`src/rtl/nibble_serial_adder_ctrl_if.sv`:
```
// Bundle of request, result and adder-facing signals for the nibble-serial adder controller.
// No storage: pure wiring, zero latency.
// There is no backpressure. A request is taken only while the controller is idle, and busy reports when it is not.
interface nibble_serial_adder_ctrl_if #(
  parameter int NIBBLES = 4
);
  localparam int W = 4 * NIBBLES;

  // request side
  logic         start;
  logic [W-1:0] a;
  logic [W-1:0] b;
  logic         carry_in;

  // result side
  logic         busy;
  logic         done;
  logic [W-1:0] sum;
  logic         carry_out;

  // external 4-bit adder stage
  logic [3:0]   add_a;
  logic [3:0]   add_b;
  logic         add_cin;
  logic [3:0]   add_sum;
  logic         add_cout;

  // requester / result consumer
  modport master (
    output start, a, b, carry_in,
    input  busy, done, sum, carry_out
  );

  // controller
  modport slave (
    input  start, a, b, carry_in, add_sum, add_cout,
    output busy, done, sum, carry_out, add_a, add_b, add_cin
  );

  // the 4-bit adder stage
  modport adder (
    input  add_a, add_b, add_cin,
    output add_sum, add_cout
  );
endinterface

```
`src/rtl/nibble_serial_adder_ctrl.sv`:
```


module nibble_serial_adder_ctrl #(
  parameter int NIBBLES = 4
) (
  input  logic                       clk,
  input  logic                       reset,
  nibble_serial_adder_ctrl_if.slave  bus
);
  localparam int W  = 4 * NIBBLES;
  localparam int IW = (NIBBLES > 1) ? $clog2(NIBBLES) : 1;

  typedef enum logic [1:0] {
    S_IDLE = 2'd0,
    S_RUN  = 2'd1,
    S_DONE = 2'd2
  } state_t;

  state_t        state_q;
  logic [IW-1:0] idx_q;
  logic [IW-1:0] idx_d;
  logic          carry_q;
  logic [W-1:0]  a_q;
  logic [W-1:0]  b_q;
  logic [W-1:0]  sum_q;
  logic          cout_q;
  logic          busy_q;
  logic          done_q;

  logic          last_nib;
  logic [3:0]    a_nib;
  logic [3:0]    b_nib;

  // Select the current nibble of each latched operand, and find the last slice.
  always_comb begin
    a_nib    = a_q[{idx_q, 2'b00} +: 4];
    b_nib    = b_q[{idx_q, 2'b00} +: 4];
    last_nib = (idx_q == IW'(NIBBLES - 1));
    idx_d    = idx_q + IW'(1);
  end

  // Keep the adder inputs quiet outside RUN, so idle cycles show no stray activity.
  assign bus.add_a   = (state_q == S_RUN) ? a_nib : 4'h0;
  assign bus.add_b   = (state_q == S_RUN) ? b_nib : 4'h0;
  assign bus.add_cin = (state_q == S_RUN) ? carry_q : 1'b0;

  assign bus.busy      = busy_q;
  assign bus.done      = done_q;
  assign bus.sum       = sum_q;
  assign bus.carry_out = cout_q;

  // Control FSM. It accepts a request, steps through the nibbles, then pulses done.
  always_ff @(posedge clk or posedge reset) begin
    if (reset) begin
      state_q <= S_IDLE;
      idx_q   <= '0;
      carry_q <= 1'b0;
      a_q     <= '0;
      b_q     <= '0;
      sum_q   <= '0;
      cout_q  <= 1'b0;
      busy_q  <= 1'b0;
      done_q  <= 1'b0;
    end else begin
      case (state_q)
        S_IDLE: begin
          done_q <= 1'b0;
          if (bus.start) begin
            a_q     <= bus.a;
            b_q     <= bus.b;
            carry_q <= bus.carry_in;
            idx_q   <= '0;
            cout_q  <= 1'b0;
            busy_q  <= 1'b1;
            state_q <= S_RUN;
          end
        end
        S_RUN: begin
          sum_q[{idx_q, 2'b00} +: 4] <= bus.add_sum;
          carry_q                    <= bus.add_cout;
          if (last_nib) begin
            // idx returns to 0 so it never points past the top slice.
            cout_q  <= bus.add_cout;
            done_q  <= 1'b1;
            idx_q   <= '0;
            state_q <= S_DONE;
          end else begin
            idx_q <= idx_d;
          end
        end
        S_DONE: begin
          done_q  <= 1'b0;
          busy_q  <= 1'b0;
          state_q <= S_IDLE;
        end
        default: begin
          done_q  <= 1'b0;
          busy_q  <= 1'b0;
          idx_q   <= '0;
          state_q <= S_IDLE;
        end
      endcase
    end
  end
endmodule

```
`src/flat_wrapper.sv`:
```
// flat-port wrapper written by rule: the top's interface ports become plain ports
module nibble_serial_adder_ctrl_flat 
#(
  parameter int NIBBLES = 4
)
  (clk, reset, bus_start, bus_a, bus_b, bus_carry_in, bus_add_sum, bus_add_cout, bus_busy, bus_done, bus_sum, bus_carry_out, bus_add_a, bus_add_b, bus_add_cin);
  nibble_serial_adder_ctrl_if #(.NIBBLES(NIBBLES)) bus_i ();
  input  logic clk;
  input  logic reset;
  input wire logic [$bits(bus_i.start)-1:0] bus_start;
  input wire logic [$bits(bus_i.a)-1:0] bus_a;
  input wire logic [$bits(bus_i.b)-1:0] bus_b;
  input wire logic [$bits(bus_i.carry_in)-1:0] bus_carry_in;
  input wire logic [$bits(bus_i.add_sum)-1:0] bus_add_sum;
  input wire logic [$bits(bus_i.add_cout)-1:0] bus_add_cout;
  output wire logic [$bits(bus_i.busy)-1:0] bus_busy;
  output wire logic [$bits(bus_i.done)-1:0] bus_done;
  output wire logic [$bits(bus_i.sum)-1:0] bus_sum;
  output wire logic [$bits(bus_i.carry_out)-1:0] bus_carry_out;
  output wire logic [$bits(bus_i.add_a)-1:0] bus_add_a;
  output wire logic [$bits(bus_i.add_b)-1:0] bus_add_b;
  output wire logic [$bits(bus_i.add_cin)-1:0] bus_add_cin;
  assign bus_i.start = bus_start;
  assign bus_i.a = bus_a;
  assign bus_i.b = bus_b;
  assign bus_i.carry_in = bus_carry_in;
  assign bus_i.add_sum = bus_add_sum;
  assign bus_i.add_cout = bus_add_cout;
  assign bus_busy = bus_i.busy;
  assign bus_done = bus_i.done;
  assign bus_sum = bus_i.sum;
  assign bus_carry_out = bus_i.carry_out;
  assign bus_add_a = bus_i.add_a;
  assign bus_add_b = bus_i.add_b;
  assign bus_add_cin = bus_i.add_cin;
  nibble_serial_adder_ctrl #(.NIBBLES(NIBBLES)) u_core (.clk(clk), .reset(reset), .bus(bus_i));
endmodule
```
`config.mk`:
```
export PLATFORM = sky130hd
export DESIGN_NAME = nibble_serial_adder_ctrl_flat
export DESIGN_NICKNAME = d
export VERILOG_FILES = /design/src/rtl/nibble_serial_adder_ctrl_if.sv /design/src/rtl/nibble_serial_adder_ctrl.sv /design/src/flat_wrapper.sv
export SDC_FILE = /design/constraint.sdc
export NUM_CORES = 1
export LEC_CHECK = 0
export CORE_ASPECT_RATIO = 0.75
export CORE_MARGIN = 4
export CORE_UTILIZATION = 35
export CTS_CLUSTER_DIAMETER = 150
export CTS_CLUSTER_SIZE = 20
export DETAILED_ROUTE_END_ITERATION = 8
export DONT_BUFFER_PORTS = 1
export PLACE_DENSITY = 0.46
export REMOVE_ABC_BUFFERS = 1
export SYNTH_ARGS = -nofsm -noshare
export SYNTH_HDL_FRONTEND = slang
export SYNTH_SLANG_ARGS = --single-unit
```
`constraint.sdc`:
```
create_clock -name clk -period 1.9 [get_ports clk]
set_input_delay 0.38 -clock clk [delete_from_list [all_inputs] [get_ports clk]]
set_output_delay 0.38 -clock clk [all_outputs]
set_load 0.1 [all_outputs]
```
==> impl_metrics.toml <==
[run_status]
status = "finished with violations"
violations = "negative hold slack, negative setup slack"

[synthesis]
synth_edf_count = 0
synth_top_family_by_area = "multiplexers"
synth.mux.area_fraction = 0.212
ys_types = 26
yosysMostFrequentCell = "dfrtp_1"
synth_seq_cells = 56
yosysTopAreaCellShare = 0.542
yosysSeqAreaShare = 0.542
yosysTopAreaCell = "dfrtp_1"
synth-adder-area-share = 0.0290
syn_avg_cell_area_um2 = 15.3
synth.top_cells.by_area = "dfrtp_1 (54%), mux2_2 (14%), a22o_1 (6.1%)"
synthTopCellsByCount = "dfrtp_1 (56), mux2_2 (32), a22o_1 (18)"
ys.flop_type = "dfrtp_1"
synth_xor_xnor_area_share = 0
ys_warn_count = 0
synth-simple-area-share = 0.103
synth_compound_area_frac = 0.0793
async_reset_ff_frac = 1.00
synthCells = 169
syn_area_um2 = 2590

[detailed_routing]
drc = 0
dr.pass1.iters = 4
vias = 1562
first_iter_violations = 45
viasPerCell = 4.96
routedWlPerCell_um = 17.9
ant_nets = 0
drt_wl_total_um = 5630

[floorplanning]
dieArea_um2 = 8840
initial_core_util = 0.370
rows = 26
coreArea_um2 = 6990
die_w_um = 107
die_y_um = 82.4
io_pins = 69

[global_routing]
grt-ovfl-total = 0
grt_pass1_vias = 1762
grt_pass1_wl_um = 8970
grt_max_degree = 33
grt_use_total = 0.132
antenna_found_initial = 0

[placed_design]
hpwl_um = 4320
gp_congestion = 0.780
port_buffers = 0

[final_layout]
utilization = 0.474
fin_nets = 263
area_growth_pct = 28.1
num_antenna_cells = 0
drive_gt1_frac = 0.553
num-fill-cells = 614

[clocking]
clockBufferDepth = 2
numCtsBuffers = 5
h-tree-depth = 2
cts_tree = "built"
clock_latency_ns = 0.30
cts_root_buffer = "clkbuf_8"
clock-sinks = 56
path_clk_slew_ns = 0.09

[sta]
fin_setup_tns_ns = -0.766
finalSetupViolCount = 8
hold_slack_ns = -0.00340
post-route-min-period_ns = 2.03
fmax_mhz = 492
worstMarginPinSlew_ns = 0.541
min_period_over_period = 1.07
slew_viol_final = 0
timing.final.ws_setup_ns = -0.132
hold_viol_final = 21
slew_headroom = 0.639
rsz0062_at_grt = "yes"
finClkSkew_ns = 0.00628

[critical_path]
crit_required_ns = 1.52
arrival_ns = 1.65
crit_type = "register to output pin"
critPathLaunchType = "register"
crit_path_end_kind = "output pin"
path_max_fanout = 6

[min_path]
hold_class = "input port to asynchronous set/reset pin"

[flow_run]
maxCapViolCount = 0
[critical path: stages (launching register included)]
cell	delay, ns
dfrtp_2	0.50
mux4_2	0.54
and2_4	0.16
buf_12	0.16
[cell usage in the layout (no fill, tap or decap), types with 3 or more instances in the layout]
cell type  count
clkbuf_8       5
and2_4         8
dfrtp_1       53
mux4_2         8
mux2_2        32
buf_12        10
a21oi_1        3
dfrtp_2        3
ha_1           3
a22o_1        18
buf_6          6
nor2_1         3
buf_4         32
[final timing paths]
check                                            startpoint                        endpoint  slack (ns)  cells past startpoint
max in group asynchronous                             reset     u_core.idx_q[0]$_DFFE_PP0P_        1.25                      2
worst max register to register  u_core.idx_q[0]$_DFFE_PP0P_   u_core.bus.sum[9]$_DFFE_PP0P_        0.10                      8
min in group clk                             bus_add_sum[3]  u_core.bus.sum[15]$_DFFE_PP0P_        0.21                      1
worst min register to register    u_core.b_q[5]$_DFFE_PP0P_       u_core.b_q[5]$_DFFE_PP0P_        0.51                      1
worst max-delay path            u_core.idx_q[0]$_DFFE_PP0P_                    bus_add_a[0]       -0.13                      3
worst min-delay path                                  reset      u_core.a_q[14]$_DFFE_PP0P_      -0.003                      1
[state kept, by name, summed over array words and instances, names as in the netlist]
name,count
u_core.bus.busy,1
u_core.b_q,16
u_core.bus.done,1
u_core.bus.sum,16
u_core.idx_q,2
u_core.carry_q,1
u_core.bus.carry_out,1
u_core.a_q,16
u_core.state_q,2
[cells by family after synthesis]
group	Yosys count
AO/OA/AOI/OAI	26
flip-flops	56
buffers and inverters	12
AND/OR/NAND/NOR	29
multiplexers	40
adder cells (fa/ha/maj)	6
[metal layers]
layer,global-route usage,up-vias,share of wire
met1,0.155,798,0.41
met3,0.0490,8,0.072
met5,0,-,0
met4,0.0383,0,0.010
met2,0.231,47,0.51
li1,-,709,-
[per-stage QoR]
step           worst slack (ns)  hold slack (ns)  cells  area, um2
4_1_cts                  -0.174          0.00460    313       3250
6_report                 -0.132         -0.00340    315       3310
3_3_place_gp             0.0158            0.334    301       3070
5_1_grt                  -0.211           0.0335    315       3310
3_5_place_dp            -0.0573            0.344    301       3070
2_1_floorplan            -0.312            0.461    161       2510
[final cells by class]
type / instances / area [um2] / share of cell area
multi-input combinational: 101 / 1150 / 0.348
sequential: 56 / 1410 / 0.424
tap: 98 / 123 / 0.0370
clock inverter: 2 / 35.0 / 0.0106
inverter: 4 / 17.5 / 0.00529
clock buffer: 6 / 72.6 / 0.0219
timing repair buffer: 48 / 508 / 0.153
[what timing repair did]
action | in CTS | in global routing
hold buffers | 0 | 0
resized for setup | 19 | 9
buffers inserted | 4 | 2
setup endpoints to repair | 25 | 20
pin swaps | 11 | 8
Power is left out: the tool's default activity adds up to more than one toggle a clock period on the data nets, which glitch-free logic cannot reach.
